<file path="src/rtl/issue_hazard_ctrl.sv">
// Scoreboard issue controller for the dual-lane integer pipeline. It keeps one latency countdown
// per GPR and holds the decode bundle on RAW/WAW hazards or on an external hold.
module issue_hazard_ctrl #(
    parameter int unsigned NREG  = 32,
    parameter int unsigned LAT_W = 3
) (
    input  logic             clk,
    input  logic             rstn,
    input  logic             issue_valid,
    input  logic [4:0]       u_rs_a,
    input  logic [4:0]       u_rs_b,
    input  logic [4:0]       l_rs_a,
    input  logic [4:0]       l_rs_b,
    input  logic             u_rs_a_use,
    input  logic             u_rs_b_use,
    input  logic             l_rs_a_use,
    input  logic             l_rs_b_use,
    input  logic [4:0]       u_rt,
    input  logic [4:0]       l_rt,
    input  logic             u_rt_flag,
    input  logic             l_rt_flag,
    input  logic [LAT_W-1:0] u_lat,
    input  logic [LAT_W-1:0] l_lat,
    input  logic             hold,
    output logic             stall,
    output logic             pair_conflict,
    output logic [5:0]       pending,
    output logic [31:0]      stall_cnt
);

    logic [LAT_W-1:0] cnt_q [NREG];
    logic [LAT_W-1:0] cnt_d [NREG];
    logic [5:0]       pending_d;
    logic [NREG-1:0]  ld_u;
    logic [NREG-1:0]  ld_l;
    logic             src_busy;
    logic             u_waw;
    logic             l_waw;
    logic             hazard;
    logic             accept;
    logic [LAT_W-1:0] max_lat;

    assign src_busy = (u_rs_a_use && (cnt_q[u_rs_a] != '0)) ||
                      (u_rs_b_use && (cnt_q[u_rs_b] != '0)) ||
                      (l_rs_a_use && (cnt_q[l_rs_a] != '0)) ||
                      (l_rs_b_use && (cnt_q[l_rs_b] != '0));

    // An older write still outstanding past the new one's latency would land last.
    assign u_waw = u_rt_flag && (cnt_q[u_rt] > u_lat);
    assign l_waw = l_rt_flag && (cnt_q[l_rt] > l_lat);

    assign hazard = issue_valid && (src_busy || u_waw || l_waw);
    assign stall  = hold || hazard;
    assign accept = issue_valid && !stall;

    assign pair_conflict = issue_valid &&
                           ((l_rs_a_use && u_rt_flag && (l_rs_a == u_rt)) ||
                            (l_rs_b_use && u_rt_flag && (l_rs_b == u_rt)) ||
                            (u_rt_flag && l_rt_flag && (u_rt == l_rt)));

    assign max_lat = (u_lat > l_lat) ? u_lat : l_lat;

    always_comb begin
        pending_d = '0;
        for (int i = 0; i < NREG; i++) begin
            ld_u[i]  = accept && u_rt_flag && (u_rt == 5'(i));
            ld_l[i]  = accept && l_rt_flag && (l_rt == 5'(i));
            cnt_d[i] = cnt_q[i];
            if (!hold && (cnt_q[i] != '0)) begin
                cnt_d[i] = cnt_q[i] - LAT_W'(1);
            end
            // accept implies !hold, so loads never fight the freeze
            if (ld_u[i] && ld_l[i]) begin
                cnt_d[i] = max_lat;
            end else if (ld_u[i]) begin
                cnt_d[i] = u_lat;
            end else if (ld_l[i]) begin
                cnt_d[i] = l_lat;
            end
            pending_d = pending_d + 6'(cnt_d[i] != '0);
        end
    end

    always_ff @(posedge clk or negedge rstn) begin
        if (!rstn) begin
            cnt_q     <= '{default: '0};
            pending   <= '0;
            stall_cnt <= '0;
        end else begin
            cnt_q   <= cnt_d;
            pending <= pending_d;
            if (hazard && !hold && (stall_cnt != '1)) begin
                stall_cnt <= stall_cnt + 32'd1;
            end
        end
    end

endmodule
</file>
<file path="config.mk">
export PLATFORM = sky130hd
export DESIGN_NAME = issue_hazard_ctrl
export DESIGN_NICKNAME = d
export VERILOG_FILES = /design/src/rtl/issue_hazard_ctrl.sv
export SDC_FILE = /design/constraint.sdc
export NUM_CORES = 1
export LEC_CHECK = 0
export BUFFER_PORTS_ARGS = -buffer_cell sky130_fd_sc_hd__buf_4
export CAP_MARGIN = 20
export CORE_UTILIZATION = 68
export DETAILED_ROUTE_END_ITERATION = 10
export MAX_ROUTING_LAYER = met4
export PLACE_DENSITY = 0.92
export SLEW_MARGIN = 25
export SYNTH_ARGS = -nofsm -noshare
export SYNTH_HDL_FRONTEND = slang
export SYNTH_SLANG_ARGS = --single-unit
</file>
<file path="constraint.sdc">
create_clock -name clk -period 20.5 [get_ports clk]
set_clock_uncertainty 0.2 [all_clocks]
set_input_delay 3.075 -clock clk [delete_from_list [all_inputs] [get_ports clk]]
set_output_delay 3.075 -clock clk [all_outputs]
set_load 0.01 [all_outputs]
</file>
Word-level counts from Yosys, hierarchy flattened
Index checks and enable logic that the tools add are counted.
{"block": "op_classes", "addsub": 64, "bitwise": 6, "reduce_logical": 227, "order_cmp": 9, "n_mux": 147, "n_eq_ne": 66}
{"op": "2-to-1 mux 3 bit", "count": 141}
{"op": "nonzero test 3 bit", "count": 68}
{"op": "== test 5 bit, second input constant", "count": 32}
{"op": "adder 6 x 1 -> 6 bit", "count": 26}
{"op": "logical AND 1 bit", "count": 147}
{"op": "subtractor 3 x 1 -> 3 bit, second input constant", "count": 32}
{"op": "binary-select mux 3 bit (select 5 bit)", "count": 6}
{"op": "== test 5 x 4 -> 1 bit, second input constant", "count": 16}
{"op": "== test 5 x 3 -> 1 bit, second input constant", "count": 8}
{"op": "greater-or-equal comparator 6 bit, second input constant", "count": 6}
{"op": "inverter 5 -> 6 bit", "count": 6}
{"op": "adder 32 x 1 -> 32 bit, second input constant", "count": 1}
{"op": "!= test 32 bit, second input constant", "count": 1}
{"op": "== test 5 x 2 -> 1 bit, second input constant", "count": 4}
{"op": "== test 5 bit", "count": 3}
{"op": "== test 5 x 1 -> 1 bit, second input constant", "count": 2}
{"op": "logical NOT 5 bit", "count": 2}
{"op": "> comparator 3 bit", "count": 3}
{"op": "logical OR 1 bit", "count": 8}
{"op": "adder 5 x 1 -> 6 bit", "count": 1}
{"op": "adder 4 x 1 -> 5 bit", "count": 1}
{"op": "adder 3 x 1 -> 4 bit", "count": 1}
{"op": "adder 2 x 1 -> 3 bit", "count": 1}
{"op": "adder 1 x 1 -> 2 bit", "count": 1}
{"op": "logical NOT 1 bit", "count": 2}
{"block": "word_totals", "ff_bits": 134, "elab_cells": 553, "inputBits": 46, "output_inout_bits": 40}

Longest topological paths before layout
{"block": "logic_depth", "depth_word": 52, "ltp_mapped": 32, "ltp_nobuf": 28}

Least setup slack after synthesis
OpenSTA, ideal clock, no wires.
{"block": "synth_path", "kind": "input port to flip-flop", "from": "input port u_rt[0]", "to": "register pending[4]", "cell_stages": 32, "path_buffers": 4, "setup_ns": 0.080, "arrival_time_ns": 11.749, "required_time_ns": 20.220, "path_slack_ns": 8.471, "cell_sequence": "clkbuf_1 buf_1 buf_1 mux4_2 mux4_2 mux2_2 ha_1 nor2b_1 o21a_1 o211ai_1 o2111ai_1 a311oi_1 and4_4 buf_2 o21ai_0 a22o_1 or3_1 fa_1 inv_1 fa_1 fa_1 inv_1 fa_1 fa_1 inv_1 fa_1 inv_1 ha_1 fa_1 a21o_1 a21oi_1 xnor2_1"}
{"element": "from (decl)", "line_no": "18", "rtl": "input logic [4:0] u_rt,"}
{"element": "to (signal assigned)", "line_no": "91", "rtl": "pending <= pending_d;"}
{"element": "to (decl)", "line_no": "27", "rtl": "output logic [5:0] pending,"}

==> key figures <==
Yosys
  • Mapped cell area: 0.0136 mm^2
  • Yosys Warn Count: 0
  • Cell variety after synth: 67
  • Ys async rst share: 1.00
  • Yosys top cell area share: 0.247
  • Synth Instances: 1,571
  • Post-synth EDFFs: 0
  • Post-synth top area cell: dfrtp_1
  • Area contributors post-synth: dfrtp_1, mux4_2, ha_1
  • Synthesized Nets: 1,722
  • Avg Inst Size Synth: 8.64 um^2
  • Register area share after synthesis: 0.247
  • Dominant synthesized flop cell: dfrtp_1
  • Flops & latches, synth: 134

Global routing
  • Vias in the first global route: 13,095
  • Routing usage on met3: 0.226
  • GR Util All Layers: 0.513
  • First-pass GRT wire length: 74,500 um
  • Grt met2 use: 0.715
  • Initial antenna violation count: 0
  • GR peak layer: met2
  • Grt total ovfl: 0
  • Pin count of the biggest net entering global routing: 93
  • M1 GR Usage: 0.613

Pwr
  • Sequential Power Share: 0.250
  • VDD IR max: 0.612 mV
  • P_sw: 1250 uW
  • Clock power share: 0.124
  • Logic pwr share: 0.626
  • Sw frac: 0.491
  • PwrDens: 172 mW/mm^2
  • Cell-internal power: 1290 uW
  • Leak: 0.00621 uW

Drt
  • Number of remaining DRC errors: 0
  • Vias per std cell: 7.43
  • Post-route ant nets: 0
  • First-pass DRT Iterations: 8
  • Overall routed net length: 49,200 um
  • Vias post-DR: 13,902
  • Initial DRC count: 2,074
  • WL per Instance: 26.3 um

Critical path
  • Worst setup SP type: input pin
  • Required @ worst endpoint: 20.66 ns
  • Worst-case reg-to-reg path depth: 28
  • Worst Path Arrival: 12.91 ns
  • Highest net fanout along the worst path: 92
  • Slowest CP cell: and4_4
  • Cell mode on critical path: fa_1
  • Register-to-register setup slack: 10.41 ns
  • CP Class: input pin to flip-flop
  • R2R Path End: pending[4]
  • Max incr delay on CP: 0.95 ns
  • Launch point of the worst reg-to-reg path: cnt_q[67]
  • Nature of the critical path endpoint: flip-flop

Clock tree
  • Clk root buf: clkbuf_16
  • H-tree levels: 4
  • Clock slew at reported path FFs: 0.07 ns
  • Clock Tree Buf Depth: 2
  • CTS-repair resized insts: 0
  • Num CTS Buffers: 17
  • Cts hold-fix bufs: 0
  • TritonCTS Sinks: 134
  • CTS tree: done
  • Post-CTS setup buffers: 0
  • Clock Latency Late Sink: 0.44 ns

Layout
  • Layout area overhead: 9.30%
  • Cell area after layout: 0.0148 mm^2
  • Commonest non-fill, non-tap cell in the layout: inv_1
  • Final Net Count: 1,744
  • N_diodes: 0
  • Layout fillers: 1,342
  • Most frequent cells in the layout: inv_1, nor2_1, nand2_1, dfrtp_1, buf_4
  • Share of layout cells above drive strength 1: 0.134

Timing
  • Unrepaired setup endpoints after global routing: false
  • Final period util: 0.622
  • Fmax: 78.5 MHz
  • Slew Limit Fails: 0
  • Total Neg Setup Slack: 0 ns
  • Worst slew pin tran: 1.10 ns
  • Slew headroom: 0.267
  • Crit path time final: 12.75 ns
  • Final setup fails: 0
  • Final Hold Fails: 0

Hold path
  • Hold path cells: 1
  • Hold_sp: stall_cnt[9]
  • HP Class: flip-flop to flip-flop
  • Hold EP: stall_cnt[9]

Floorplanning
  • Die footprint: 0.0205 mm^2
  • Core region area: 0.0195 mm^2
  • Initial core utilization: 0.695
  • Die extent in x: 143 um
  • Row count: 51
  • Io pins: 86
  • Die height: 143 um

Status
  • Run status: completed

Placed design
  • Post-detail-place hpwl: 34,800 um
  • DP Area: 0.0142 mm^2
  • Global placement routability congestion: 1.10
  • IO buf count: 85

Flow run
  • Max-Cap Viols: 0
==> registers in the layout (all words and copies together) (netlist names) <==
register and flops:
stall_cnt 32, pending 6, cnt_q 96
==> through the flow <==
stage | cells | hold slack, ns | power, uW | utilization | setup WS (ns)
2_1_floorplan | 1571 | 0.319 | 1650 | - | 8.47
3_3_place_gp | 1839 | 0.277 | 2060 | 0.728 | 7.70
3_5_place_dp | 1839 | 0.288 | 2160 | 0.728 | 7.44
4_1_cts | 1871 | 0.299 | 2490 | 0.759 | 7.87
5_1_grt | 1871 | 0.311 | 2700 | 0.759 | 7.41
6_report | 1871 | 0.302 | 2540 | 0.759 | 7.75
==> critical path: cells and delay by family <==
kind	cells	cell delay, ns
adder cells (fa/ha/maj)	9	4.21
AO/OA/AOI/OAI	8	1.92
AND/OR/NAND/NOR	3	1.46
multiplexers	3	1.34
buffers and inverters	5	0.70
XOR/XNOR	1	0.13
==> power by group through the flow <==
stage | Sequential, uW | Combinational, uW | Clock [uW]
3_5_place_dp | 612 | 1550 | 0
5_1_grt | 635 | 1740 | 325
3_3_place_gp | 608 | 1450 | 0
2_1_floorplan | 506 | 1140 | 0
4_1_cts | 609 | 1570 | 313
6_report | 636 | 1590 | 314
==> cell type report <==
cell class | instances | area [um^2] | share of cell area
inverters | 160 | 601 | 0.0405
multi-input cells | 1187 | 9230 | 0.623
clock buffers | 17 | 425 | 0.0287
flip-flops and latches | 134 | 3350 | 0.226
repair buffers | 93 | 702 | 0.0473
clock inverters | 15 | 181 | 0.0122
well taps | 265 | 332 | 0.0224
==> cell usage after synthesis, drive strengths merged, types with 10 or more instances <==
library cell    n
nor2          136
xor2           16
nand2b         10
nand4          21
dfrtp         134
a22o           27
a22oi          61
a21oi          46
nor4           26
or3            21
a21boi         29
and3           18
mux4           71
a211oi         15
xnor2          62
inv           160
nand3          23
o22ai          74
o21ai          59
a31oi          20
clkbuf         48
mux2i          13
nor3           72
fa             24
nand2         135
o2bb2ai        12
buf            42
ha             81
==> how the worst max path moves through the flow <==
stage / from / to / cells past startpoint
4_1_cts: u_rt[0] / pending[4] / 29
3_5_place_dp: u_rt[0] / pending[4] / 29
3_3_place_gp: u_rt[0] / pending[4] / 29
2_1_floorplan: u_rt[0] / pending[4] / 32
6_report: u_rt[0] / pending[4] / 29
5_1_grt: u_rt[0] / pending[4] / 29
==> routing by layer <==
metal	wire length [um]	part of all wire
met1	16800	0.34
met4	3540	0.072
met3	8400	0.17
met5	0	0
met2	20500	0.42
==> cells by family after synthesis <==
logic type / Yosys count / share of synthesized area
AND/OR/NAND/NOR: 497 / 0.175
buffers and inverters: 250 / 0.0725
XOR/XNOR: 78 / 0.0504
adder cells (fa/ha/maj): 105 / 0.110
AO/OA/AOI/OAI: 415 / 0.211
multiplexers: 92 / 0.134
flip-flops: 134 / 0.247
Note: power is estimated with default switching activity, not from simulation.
